## src/rtl/mem_arbiter.sv

```systemverilog
// Purpose: single-port memory arbiter that sequences an instruction fetch and an optional data access per instruction.
// Latency: 3 cycles per instruction with no data access, 4 with one, plus one cycle for each cycle mem_ack is late.
// Backpressure: strobes are held until mem_ack; cpu_stall stays high except in the one DONE cycle of each instruction.
//
// Ports:
//   clk_in, arb_reset         clock; synchronous active-low reset
//   cpu_pc / cpu_instr        fetch address in, latched instruction word out
//   cpu_daddr, cpu_wdata,
//   cpu_drd, cpu_dwr          data access request (read and write together means write only)
//   cpu_rdata, cpu_stall      latched load data, CPU hold
//   mem_addr, mem_wdata,
//   mem_rd, mem_wr            memory request, held until mem_ack
//   mem_rdata, mem_ack        memory response
//   bus_err, wait_cnt         sticky timeout flag, saturating stall-cycle count
// Option: define ARB_TIMEOUT_EN to enable the TIMEOUT watchdog and the ERR state.
module mem_arbiter #(
   parameter int unsigned TIMEOUT = 15
) (
   input  logic        clk_in,
   input  logic        arb_reset,
   input  logic [31:0] cpu_pc,
   output logic [31:0] cpu_instr,
   input  logic [31:0] cpu_daddr,
   input  logic [31:0] cpu_wdata,
   input  logic        cpu_drd,
   input  logic        cpu_dwr,
   output logic [31:0] cpu_rdata,
   output logic        cpu_stall,
   output logic [31:0] mem_addr,
   output logic [31:0] mem_wdata,
   output logic        mem_rd,
   output logic        mem_wr,
   input  logic [31:0] mem_rdata,
   input  logic        mem_ack,
   output logic        bus_err,
   output logic [15:0] wait_cnt
);

   typedef enum logic [2:0] {
      IDLE   = 3'd0,
      FETCH  = 3'd1,
      DECODE = 3'd2,
      DATA   = 3'd3,
      DONE   = 3'd4,
      ERR    = 3'd5
   } state_t;

   state_t state;

`ifdef ARB_TIMEOUT_EN
   localparam logic [8:0] TO_LIM = 9'(TIMEOUT);
   logic [7:0] to_cnt;
   logic       to_hit;
   // The current cycle is the TIMEOUT-th unacknowledged one: give up at this edge.
   assign to_hit = ({1'b0, to_cnt} + 9'd1) >= TO_LIM;
`endif

   always_ff @(posedge clk_in) begin
      if (!arb_reset) begin
         state     <= IDLE;
         cpu_instr <= '0;
         cpu_rdata <= '0;
         cpu_stall <= 1'b1;
         mem_addr  <= '0;
         mem_wdata <= '0;
         mem_rd    <= 1'b0;
         mem_wr    <= 1'b0;
         bus_err   <= 1'b0;
         wait_cnt  <= '0;
`ifdef ARB_TIMEOUT_EN
         to_cnt    <= '0;
`endif
      end else begin
         // Strobes are registered, so this counts exactly the visible wait cycles.
         if ((mem_rd || mem_wr) && !mem_ack && (wait_cnt != 16'hFFFF))
            wait_cnt <= wait_cnt + 16'd1;

         case (state)
            IDLE: begin
               state    <= FETCH;
               mem_rd   <= 1'b1;
               mem_addr <= cpu_pc;
`ifdef ARB_TIMEOUT_EN
               to_cnt   <= '0;
`endif
            end

            FETCH: begin
               if (mem_ack) begin
                  cpu_instr <= mem_rdata;
                  mem_rd    <= 1'b0;
                  state     <= DECODE;
               end
`ifdef ARB_TIMEOUT_EN
               else if (to_hit) begin
                  mem_rd  <= 1'b0;
                  bus_err <= 1'b1;
                  state   <= ERR;
               end else begin
                  to_cnt <= to_cnt + 8'd1;
               end
`endif
            end

            DECODE: begin
               if (cpu_drd || cpu_dwr) begin
                  state     <= DATA;
                  mem_addr  <= cpu_daddr;
                  mem_wdata <= cpu_wdata;
                  mem_wr    <= cpu_dwr;
                  // A simultaneous read and write is carried out as a plain write.
                  mem_rd    <= cpu_drd & ~cpu_dwr;
`ifdef ARB_TIMEOUT_EN
                  to_cnt    <= '0;
`endif
               end else begin
                  state     <= DONE;
                  cpu_stall <= 1'b0;
               end
            end

            DATA: begin
               if (mem_ack) begin
                  if (mem_rd)
                     cpu_rdata <= mem_rdata;
                  mem_rd    <= 1'b0;
                  mem_wr    <= 1'b0;
                  cpu_stall <= 1'b0;
                  state     <= DONE;
               end
`ifdef ARB_TIMEOUT_EN
               else if (to_hit) begin
                  mem_rd  <= 1'b0;
                  mem_wr  <= 1'b0;
                  bus_err <= 1'b1;
                  state   <= ERR;
               end else begin
                  to_cnt <= to_cnt + 8'd1;
               end
`endif
            end

            DONE: begin
               state     <= FETCH;
               cpu_stall <= 1'b1;
               mem_rd    <= 1'b1;
               mem_addr  <= cpu_pc;
`ifdef ARB_TIMEOUT_EN
               to_cnt    <= '0;
`endif
            end

            ERR: begin
               // Absorbing until reset; outputs already parked by the entering edge.
               state <= ERR;
            end

            default: begin
               state <= IDLE;
            end
         endcase
      end
   end

endmodule

```

## config.mk

```make
export PLATFORM = sky130hd
export DESIGN_NAME = mem_arbiter
export DESIGN_NICKNAME = d
export VERILOG_FILES = /design/src/rtl/mem_arbiter.sv
export SDC_FILE = /design/constraint.sdc
export NUM_CORES = 1
export LEC_CHECK = 0
export BUFFER_PORTS_ARGS = -buffer_cell sky130_fd_sc_hd__buf_2
export CORE_UTILIZATION = 46
export DETAILED_ROUTE_END_ITERATION = 6
export GPL_ROUTABILITY_DRIVEN = 0
export PLACE_DENSITY_LB_ADDON = 0.2
export SLEW_MARGIN = 5
export SYNTH_ARGS = -nofsm -noshare
export SYNTH_HDL_FRONTEND = slang
export SYNTH_SLANG_ARGS = --single-unit
```

## constraint.sdc

```tcl
create_clock -name clk_in -period 2 [get_ports clk_in]
set_input_delay 0.4 -clock clk_in [delete_from_list [all_inputs] [get_ports clk_in]]
set_output_delay 0.4 -clock clk_in [all_outputs]
set_load 0.02 [all_outputs]
```

## Word level (Yosys, flattened, before mapping)

Cells that the tools add are included.

- Add/sub/neg operators: 1
- Equality and inequality tests: 11
- Muxes and demuxes: 13
- Bitwise operators: 2
- Reduce and logical (&&, ||, !) cells: 20

Operators with widths:

| cell | count |
|---|---|
| $pmux W32 S2 | 1 |
| $mux W32 | 1 |
| $add A16 B1 Y16 const B | 1 |
| $ne A16 B16 Y1 const B | 1 |
| $pmux W3 S5 | 1 |
| $reduce_and A3 Y1 | 4 |
| $mux W3 | 3 |
| $ne A2 B2 Y1 const B | 4 |
| $reduce_and A2 Y1 | 4 |
| $eq A3 B2 Y1 const B | 2 |
| $eq A3 B3 Y1 const B | 2 |
| $pmux W1 S3 | 2 |
| $reduce_bool A3 Y1 | 2 |
| $mux W1 | 4 |
| $reduce_bool A2 Y1 | 2 |
| $reduce_or A2 Y1 | 2 |
| $eq A3 B1 Y1 const B | 1 |
| $logic_not A3 Y1 | 1 |
| $logic_and A1 B1 Y1 | 2 |
| $logic_or A1 B1 Y1 | 2 |
| $ne A2 B1 Y1 const B | 1 |
| $pmux W1 S2 | 1 |
| $and A1 B1 Y1 | 1 |
| $logic_not A1 Y1 | 1 |
| $not A1 Y1 | 1 |

- Register bits after elaboration: 150
- Output and inout port bits: 148
- Logic and storage cells: 56

## Logic depth before layout (Yosys ltp)

Gate-level depths: netlist of run 1.

- Depth in word-level cells: 4
- Gate-level depth with buffers: 7

## Least setup slack after synthesis of run 1

Ideal clock, no wire load.

- Path type: register to register
- Start point: register wait_cnt[0]
- End point: register wait_cnt[14]
- Library setup time: 0.119 ns
- Arrival: 1.831 ns
- Data required time: 1.881 ns
- Setup slack: 0.050 ns
- Cell stages (with the launch flop): 6
- Buffers on the path: 0
- Cell sequence: dfxtp_1 -> ha_1 -> inv_1 -> or4_4 -> or2_0 -> o221a_2

- Longest elaborated chain between the ends: 2
- Elaborated cells on any way between the ends: 3
- Those cells by class: add/sub: 1; eq/ne: 1; reduce/logical: 1

Ends and longest elaborated chain:

| element | RTL line | RTL |
|---|---|---|
| start: declaration | 36 | `output logic [15:0] wait_cnt` |
| start signal: assignment | 76 | `wait_cnt <= wait_cnt + 16'd1;` |
| parallel branches: the longest is 2 deep, another holds $add A16 B1 Y16 | n/a |  |

Parallel ways; which one is timed is not known.
A chain may end at the register's enable or synchronous reset.

## Worst setup path after layout of run 1

- Start point: register state[2]
- End point: register mem_wdata[3]

- Longest elaborated chain between the ends: 2

Ends and longest elaborated chain:

| element | RTL line | RTL |
|---|---|---|
| start: declaration | 48 | `state_t state;` |
| start signal: assignment | 60 | `state <= IDLE;` |
| start signal: assignment | 80 | `state <= FETCH;` |
| start signal: assignment | 92 | `state <= DECODE;` |
| $eq A3 B2 Y1 | 78 | `case (state)` |
| $reduce_and A2 Y1 (no line) | n/a |  |
| end signal: assignment | 109 | `mem_wdata <= cpu_wdata;` |
| end: declaration | 30 | `output logic [31:0] mem_wdata,` |

No other way between the ends.

==> results of run 1 <==
## per-layer routing
metal	vias to the layer above	part of all wire (%)	global-route usage [%]
li1	3028	-	-
met1	2703	41	27.89
met5	-	0	0
met3	27	7.3	7.570
met2	215	49	41.90
met4	0	2.3	10.30
## sequential cells by signal, summed over array words and instances, names as in the netlist
register   cells
mem_rd         1
mem_addr      32
cpu_instr     32
mem_wr         1
wait_cnt      16
cpu_stall      1
mem_wdata     32
state          3
cpu_rdata     32
## worst max-delay path, delay by kind of cell, from the launching register on
kind / cells / cell delay (ps)
AND/OR/NAND/NOR: 3 / 530
buffers and inverters: 2 / 740
AO/OA/AOI/OAI: 1 / 130
flip-flops: 1 / 310
## synthesized netlist by cell type, types with 2 or more instances
cell | number | area [sq um]
inv_1 | 5 | 18.77
a31oi_1 | 2 | 12.51
and2_1 | 2 | 12.51
a211oi_1 | 4 | 30.03
nand2_1 | 267 | 1002
buf_2 | 13 | 65.06
clkbuf_1 | 35 | 131.4
or4_1 | 6 | 45.04
a21oi_1 | 109 | 545.5
nand3_1 | 6 | 30.03
nor3_1 | 4 | 20.02
o21ai_0 | 7 | 35.03
and3_1 | 2 | 12.51
nor2_1 | 39 | 146.4
mux2i_1 | 2 | 20.02
nand2b_1 | 2 | 12.51
buf_4 | 4 | 30.03
o31ai_1 | 4 | 30.03
dfxtp_1 | 150 | 3003
a311oi_1 | 32 | 280.3
or3_1 | 4 | 25.02
nand4_1 | 6 | 37.54
## report_power, final
| group | switching (mW) | total [mW] | internal (mW) |
|---|---|---|---|
| clock | 1.23 | 3.33 | 2.10 |
| sequential | 0.0778 | 3.22 | 3.15 |
| combinational | 0.631 | 1.00 | 0.370 |
## worst min-delay path by stage
| stage | cells after the start | slack [ps] | to | start |
|---|---|---|---|---|
| final | 3 | 220 | mem_wdata[20] | cpu_wdata[20] |
| after global routing | 3 | 210 | mem_wdata[26] | cpu_wdata[26] |
| after CTS | 3 | 200 | mem_wdata[27] | cpu_wdata[27] |
| after detailed placement | 2 | 440 | mem_wdata[27] | mem_wdata[27] |
| after global placement | 2 | 440 | mem_wdata[11] | mem_wdata[11] |
| after floorplan | 2 | 530 | cpu_rdata[1] | cpu_rdata[1] |
## cells by family after synthesis
group                    share of synthesized area, %
AO/OA/AOI/OAI                                   17.76
other                                         0.06451
multiplexers                                   0.3444
flip-flops                                      51.66
AND/OR/NAND/NOR                                 25.36
buffers and inverters                           4.455
XOR/XNOR                                       0.1507
adder cells (fa/ha/maj)                        0.2152
## area by class of cell
cell class | instances | area, sq um
Clock buffer | 21 | 480.5
Multi-Input combinational cell | 527 | 2562
Sequential cell | 150 | 3003
Inverter | 5 | 21.27
Fill cell | 1109 | 4085
Antenna cell | 1 | 2.502
Timing Repair Buffer | 303 | 1652
Clock inverter | 11 | 145.1
Tap cell | 168 | 210.2
## per-stage QoR
| step | hold WS [ps] | instance area [sq um] | std cells | setup WS, ps |
|---|---|---|---|---|
| after floorplan | 531.8 | 5813 | 735 | 50.49 |
| after global placement | 439.6 | 7448 | 1153 | 177.3 |
| after detailed placement | 443.2 | 7448 | 1153 | 115.4 |
| after CTS | 198.7 | 8074 | 1185 | 187.2 |
| after global routing | 208.4 | 8074 | 1185 | 18.77 |
| final | 217.8 | 8077 | 1186 | 179.4 |
==> results.json, run 1 <==
{
  "holdBufCountCts": 0,
  "synth-edff-count": 0,
  "path_max_fanout": 46,
  "tns_ps": 0,
  "timing.fmax_ghz": 0.5493,
  "setup_viol": 0,
  "htree_levels": 4,
  "min_path_type": "in2reg",
  "final.min_clock_period_ps": 1821,
  "dpl.hpwl_um": 11230,
  "die_area_sq_um": 13090,
  "endpoint": "mem_wdata[3]",
  "die_h_um": 114.4,
  "cap_viol_max_count": 0,
  "port_buffers": 279,
  "synth_nets": 869,
  "worst_clock_skew_ps": 6.765,
  "layout.nets": 1138,
  "rsz0062_at_grt": "no",
  "coreArea_sq_um": 12160,
  "drive_gt1_share_pct": 34.02,
  "cts_setup_buffers": 0,
  "finalPower_mw": 7.550,
  "leakagePower_nw": 3.561,
  "path_clk_slew_ps": 60,
  "ys_ff_latch": 150,
  "final_cell_mix": "279 x buf_2, 266 x nand2_1, 150 x dfxtp_1, 109 x a21oi_1, 39 x nor2_1",
  "std_cell_rows": 40,
  "cp_common_cell": "buf_4",
  "drc_errors": 0,
  "status": "finished clean",
  "firstDrtPassIters": 4,
  "slew_viol_final": 0,
  "grt_overflow": 0,
  "clock_latency_ps": 420,
  "cts_tree": "built",
  "ios": 281,
  "cp_data_arrival_time_ps": 2160,
  "reg2reg_to": "mem_wdata[3]",
  "drt_iter0_drc": 371,
  "rr_startpoint": "state[2]",
  "powerDensity_nw_per_um2": 934.8,
  "syn_area_sq_um": 5813,
  "layout_commonest_cell": "buf_2",
  "die_x_um": 114.4,
  "maxSlewHeadroom_pct": 64.74,
  "yosys_warnings": 0,
  "final_util_pct": 66.41,
  "cts_max_path_buffers": 2,
  "r2r_setup_slack_ps": 180,
  "antenna_found_initial": 1,
  "critPathLaunch": "state[2]",
  "grt_pass1_vias": 5262,
  "synth-seq-area-share_pct": 51.66,
  "antenna_left": 0,
  "path_cells": "nor3b_1 > and2b_2 > buf_4 > buf_4 > nand2_1 > a21oi_1",
  "wl_um": 16440,
  "setup.worst_path.start_class": "flip-flop",
  "r2r_cells": 6,
  "postSynthAreaPerCell_sq_um": 7.909,
  "grt_pass1_wl_um": 24980,
  "ir_drop_mv": 0.5615,
  "wl_per_cell_um": 13.86,
  "start_util_pct": 47.80,
  "worstPathRequired_ps": 2340,
  "worst_pin_slew_ps": 515.6,
  "period_share_pct": 91.03,
  "synthCells": 735,
  "avgViaCountPerCell": 5.036,
  "numCtsBuffers": 17,
  "cpMaxStageDelayCell": "buf_4",
  "vias": 5973,
  "hold_viol_final": 0,
  "clock-root-buffer": "clkbuf_16",
  "crit_path_end_kind": "flip-flop",
  "ys.flop_type": "dfxtp_1",
  "grt_use_total_pct": 24.34,
  "ctsResizeCount": 0,
  "grt_max_degree": 99,
  "cts_sinks": 150,
  "max_stage_delay_ps": 410,
  "synth_cell_type_count": 52,
  "worstSetupPathType": "reg2reg",
  "area_growth_pct": 38.94,
  "synthArstFlopShare_pct": 0
}
Power figures use the tool's default switching activity.
==> run 2, diff against run 1 <==
--- a/config.mk
+++ b/config.mk
@@ -6,7 +6,9 @@
 export NUM_CORES = 1
 export LEC_CHECK = 0
 export BUFFER_PORTS_ARGS = -buffer_cell sky130_fd_sc_hd__buf_2
+export CORE_ASPECT_RATIO = 0.7
 export CORE_UTILIZATION = 46
+export CTS_CLUSTER_SIZE = 16
 export DETAILED_ROUTE_END_ITERATION = 6
 export GPL_ROUTABILITY_DRIVEN = 0
 export PLACE_DENSITY_LB_ADDON = 0.2
==> results.json, run 2 (same netlist as run 1, synthesis figures left out) <==
{
  "num-fill-cells": 1023,
  "sw_frac_of_total_pct": 26.09,
  "antenna_left": 0,
  "finalPower_mw": 7.593,
  "worst_slack_ps": 127.2,
  "start_util_pct": 48.38,
  "pwr-share-clk_pct": 44.3,
  "dpl.hpwl_um": 11200,
  "status": "finished clean",
  "min_delay_worst_endpoint": "mem_wdata[14]",
  "r2r_cells": 5,
  "antenna_found_initial": 0,
  "vias": 5979,
  "die_h_um": 96.06,
  "cts_sinks": 150,
  "grt_pass1_wl_um": 24650,
  "worstSetupPathType": "reg2reg",
  "timing.fmax_ghz": 0.5340,
  "min_path_type": "in2reg",
  "p_int_mw": 5.612,
  "coreArea_sq_um": 12020,
  "clock_latency_ps": 410,
  "r2r_setup_slack_ps": 130,
  "setup_viol": 0,
  "worst_clock_skew_ps": 11.11,
  "ctsResizeCount": 0,
  "final.min_clock_period_ps": 1873,
  "avgViaCountPerCell": 5.102,
  "worst_pin_slew_ps": 534.3,
  "tns_ps": 0,
  "p_seq_share_pct": 42.5,
  "die_x_um": 136.4,
  "ios": 281,
  "wl_per_cell_um": 13.71,
  "die_area_sq_um": 13100,
  "p_switching_mw": 1.981,
  "layout.nets": 1136,
  "grt_pass1_vias": 5140,
  "reg2reg_to": "wait_cnt[14]",
  "cap_viol_max_count": 0,
  "final_util_pct": 67.22,
  "ir_drop_mv": 0.6845,
  "layout_commonest_cell": "buf_2",
  "drive_gt1_share_pct": 33.89,
  "post-place-ws_ps": 90.43,
  "hold_viol_final": 0,
  "drc_errors": 0,
  "leakagePower_nw": 3.560,
  "period_share_pct": 93.64,
  "wl_um": 16070,
  "grt_use_total_pct": 23.72,
  "cpMaxStageDelayCell": "or4_4",
  "cts_setup_buffers": 0,
  "max_stage_delay_ps": 550,
  "powerDensity_nw_per_um2": 940.1,
  "path_max_fanout": 5,
  "worstPathRequired_ps": 2290,
  "rr_startpoint": "wait_cnt[0]",
  "holdBufCountCts": 0,
  "setup.worst_path.start_class": "flip-flop",
  "whs_path_depth": 3,
  "path_cells": "ha_1 > inv_1 > or4_4 > or2_0 > o221a_2",
  "combPwrFrac_pct": 13.2,
  "rsz0062_at_grt": "no",
  "crit_buf_inv": 1,
  "std_cell_rows": 33,
  "path_delay_family": "simple AND/OR/NAND/NOR gates",
  "numCtsBuffers": 17,
  "htree_levels": 4,
  "path_clk_slew_ps": 60,
  "cts_max_path_buffers": 2,
  "diodes": 0,
  "clock-root-buffer": "clkbuf_16",
  "crit_path_end_kind": "flip-flop",
  "drt_iter0_drc": 236,
  "cp_data_arrival_time_ps": 2160,
  "cts_tree": "built",
  "grt_max_degree": 66,
  "area_growth_pct": 38.94,
  "final_cell_mix": "279 x buf_2, 266 x nand2_1, 150 x dfxtp_1, 109 x a21oi_1, 39 x nor2_1",
  "port_buffers": 279,
  "grt_overflow": 0,
  "firstDrtPassIters": 5,
  "maxSlewHeadroom_pct": 63.46,
  "min_from": "cpu_wdata[14]",
  "slew_viol_final": 0
}
==> run 2: cell types whose count changed in the layout (fill, tap and decap cells not counted) <==
cell        previous run  this run
buf_12                 6         8
buf_4                 18        14
clkbuf_8               4         3
clkinv_2               3         1
clkinv_4               0         2
clkinvlp_4             3         2
diode_2                1         0
inv_6                  2         3
inv_8                  0         1
==> run 2: worst max path at each step <==
| stage | start | endpoint | slack (ps) | cells after the start |
|---|---|---|---|---|
| 3_5_place_dp | cpu_drd | cpu_stall | 90 | 5 |
| 2_1_floorplan | wait_cnt[0] | wait_cnt[14] | 50 | 5 |
| 4_1_cts | wait_cnt[0] | wait_cnt[14] | 140 | 5 |
| 5_1_grt | wait_cnt[1] | wait_cnt[14] | 20 | 5 |
| 3_3_place_gp | cpu_drd | cpu_stall | 130 | 5 |
| 6_report | wait_cnt[0] | wait_cnt[14] | 130 | 5 |
==> run 2: layer usage <==
layer | wire length [um] | vias to the layer above | track usage, %
met5 | 0 | - | 0
met3 | 1147 | 16 | 6.056
met4 | 164 | 0 | 7.315
li1 | - | 3031 | -
met2 | 7603 | 221 | 38.16
met1 | 7151 | 2711 | 31.31
==> run 2: layout make-up <==
cell class              instances  area [sq um]  area share [%]
repair buffers                301          1662           20.57
inverters                       5         21.27          0.2634
flip-flops and latches        150          3003           37.18
well taps                     157         196.4           2.432
multi-input cells             527          2562           31.73
clock buffers                  20         466.7           5.778
clock inverters                12         165.2           2.045
==> run 2: power groups by stage <==
stage	logic (mW)	clock network [mW]	registers (mW)
global route	1.10	3.57	3.25
global placement	1.00	0	3.28
detailed placement	1.00	0	3.29
finish	1.00	3.36	3.23
floorplan	0.403	0	3.47
CTS	1.01	3.43	3.22
==> run 2: through the flow <==
stage	hold WS, ps	instance area, sq um	cells
global placement	439.3	7445	1140
CTS	210.9	8077	1172
detailed placement	443.9	7445	1140
floorplan	531.8	5813	735
global route	213.9	8077	1172
finish	227.5	8077	1172
==> run 2: worst min-delay path, stage by stage <==
cell and delay [ps]:
buf_2 90, nand2_1 40, a21oi_1 50
==> run 3, diff against run 2 <==
--- a/config.mk
+++ b/config.mk
@@ -7,7 +7,7 @@
 export LEC_CHECK = 0
 export BUFFER_PORTS_ARGS = -buffer_cell sky130_fd_sc_hd__buf_2
 export CORE_ASPECT_RATIO = 0.7
-export CORE_UTILIZATION = 46
+export CORE_UTILIZATION = 42
 export CTS_CLUSTER_SIZE = 16
 export DETAILED_ROUTE_END_ITERATION = 6
 export GPL_ROUTABILITY_DRIVEN = 0
==> constraint.sdc (replaced) <==
create_clock -name clk_in -period 1.6 [get_ports clk_in]
set_input_delay 0.32 -clock clk_in [delete_from_list [all_inputs] [get_ports clk_in]]
set_output_delay 0.32 -clock clk_in [all_outputs]
set_load 0.02 [all_outputs]
==> results.json, run 3 (same netlist as run 1, synthesis figures left out) <==
{
  "leakagePower_nw": 3.761,
  "rr_startpoint": "wait_cnt[2]",
  "layout.nets": 1171,
  "crit_path_end_kind": "flip-flop",
  "worst_slack_ps": -36.57,
  "wl_um": 16730,
  "worst_clock_skew_ps": 14.72,
  "r2r_setup_slack_ps": -40,
  "final_area_sq_um": 8486,
  "grt_use_total_pct": 22.28,
  "hold_viol_final": 0,
  "dpl.hpwl_um": 11530,
  "wl_per_cell_um": 13.55,
  "std_cell_rows": 35,
  "antenna_left": 0,
  "drt_iter0_drc": 316,
  "path_max_fanout": 5,
  "grt_max_degree": 49,
  "sw_frac_of_total_pct": 26.43,
  "placed_area_sq_um": 7815,
  "cts_max_path_buffers": 2,
  "min_from": "cpu_wdata[16]",
  "cap_viol_max_count": 0,
  "num-fill-cells": 1251,
  "grt_pass1_vias": 5167,
  "firstDrtPassIters": 4,
  "r2r_cells": 4,
  "drc_errors": 0,
  "htree_levels": 4,
  "path_clk_slew_ps": 60,
  "start_util_pct": 43.67,
  "die_area_sq_um": 14320,
  "p_seq_share_pct": 42.7,
  "avgViaCountPerCell": 4.939,
  "min_delay_worst_endpoint": "mem_wdata[16]",
  "vias": 6100,
  "tns_ps": -55.42,
  "pwr-share-clk_pct": 43.0,
  "period_share_pct": 102.3,
  "cpMaxStageDelayCell": "or4_1",
  "ios": 281,
  "p_int_mw": 6.910,
  "status": "complete, but fails checks",
  "clock_latency_ps": 410,
  "cts_tree": "built",
  "die_h_um": 100.4,
  "holdBufCountCts": 0,
  "cts_sinks": 150,
  "diodes": 0,
  "area_growth_pct": 45.98,
  "violations": "setup timing",
  "numCtsBuffers": 17,
  "coreArea_sq_um": 13310,
  "cp_data_arrival_time_ps": 1950,
  "port_buffers": 279,
  "powerDensity_nw_per_um2": 1107,
  "timing.fmax_ghz": 0.6110,
  "p_switching_mw": 2.482,
  "clock-root-buffer": "clkbuf_16",
  "setup.worst_path.start_class": "flip-flop",
  "post-place-ws_ps": -109.5,
  "antenna_found_initial": 0,
  "grt_overflow": 0,
  "ir_drop_mv": 0.6789,
  "whs_path_depth": 3,
  "drive_gt1_share_pct": 37.81,
  "rsz0062_at_grt": "yes",
  "setup_viol": 3,
  "worstSetupPathType": "reg2reg",
  "min_path_type": "in2reg",
  "slew_viol_final": 0,
  "layout_commonest_cell": "buf_2",
  "path_cells": "and4_2 > nand3_1 > or4_1 > a21oi_1",
  "reg2reg_to": "wait_cnt[8]",
  "worstPathRequired_ps": 1910,
  "combPwrFrac_pct": 14.2,
  "final.min_clock_period_ps": 1637,
  "final_cell_mix": "279 x buf_2, 266 x nand2_1, 139 x dfxtp_1, 108 x a21oi_1, 45 x buf_4",
  "grt_pass1_wl_um": 25530,
  "die_x_um": 142.6,
  "max_stage_delay_ps": 520
}
[run 3: worst max-delay path by stage]
stage	slack (ps)	endpoint	from	cells past startpoint
5_1_grt	-70	wait_cnt[8]	wait_cnt[2]	4
2_1_floorplan	-80	wait_cnt[14]	wait_cnt[1]	5
3_5_place_dp	-110	cpu_stall	cpu_drd	5
4_1_cts	-10	wait_cnt[14]	wait_cnt[3]	4
6_report	-40	wait_cnt[8]	wait_cnt[2]	4
3_3_place_gp	-90	cpu_stall	cpu_drd	5
[run 3: area by class of cell]
cell class | instances | area (sq um) | area share [%]
Sequential cell | 150 | 3037 | 35.79
Clock buffer | 20 | 467.9 | 5.515
Clock inverter | 12 | 142.6 | 1.681
Inverter | 5 | 21.27 | 0.2507
Multi-Input combinational cell | 527 | 2611 | 30.77
Timing Repair Buffer | 336 | 1974 | 23.27
Tap cell | 185 | 231.5 | 2.728
[run 3: through the flow]
step	hold WS (ps)	power [mW]	utilization, %	instances
finish	145.6	9.391	63.74	1235
floorplan	453.3	4.835	-	735
global route	135.6	9.784	63.74	1235
CTS	130.4	9.473	63.41	1234
global placement	439.0	5.425	58.70	1201
detailed placement	443.2	5.431	58.70	1201
[run 3: power groups by stage]
stage	registers [mW]	clock network, mW	logic [mW]
2_1_floorplan	4.33	0	0.504
3_3_place_gp	4.09	0	1.33
3_5_place_dp	4.10	0	1.34
4_1_cts	4.02	4.12	1.34
5_1_grt	4.03	4.29	1.46
6_report	4.01	4.04	1.33
[run 3: routing by layer]
layer	track usage [%]	vias up	part of all wire, %
li1	-	3101	-
met1	28.94	2777	45
met2	36.05	209	47
met3	6.107	13	7.1
met4	6.865	0	0.84
met5	0	-	0
[run 3: what timing repair did]
item	4_1_cts	5_1_grt
pin swaps	2	5
buffers inserted	1	1
resized for setup	3	13
setup endpoints to repair	3	35
[run 3: critical path: cells and delay by family, from the launching register on]
family	cells	cell delay [ps]
DFF	1	390
AOI/OAI and AO/OA	1	220
and+or+nand+nor	3	930
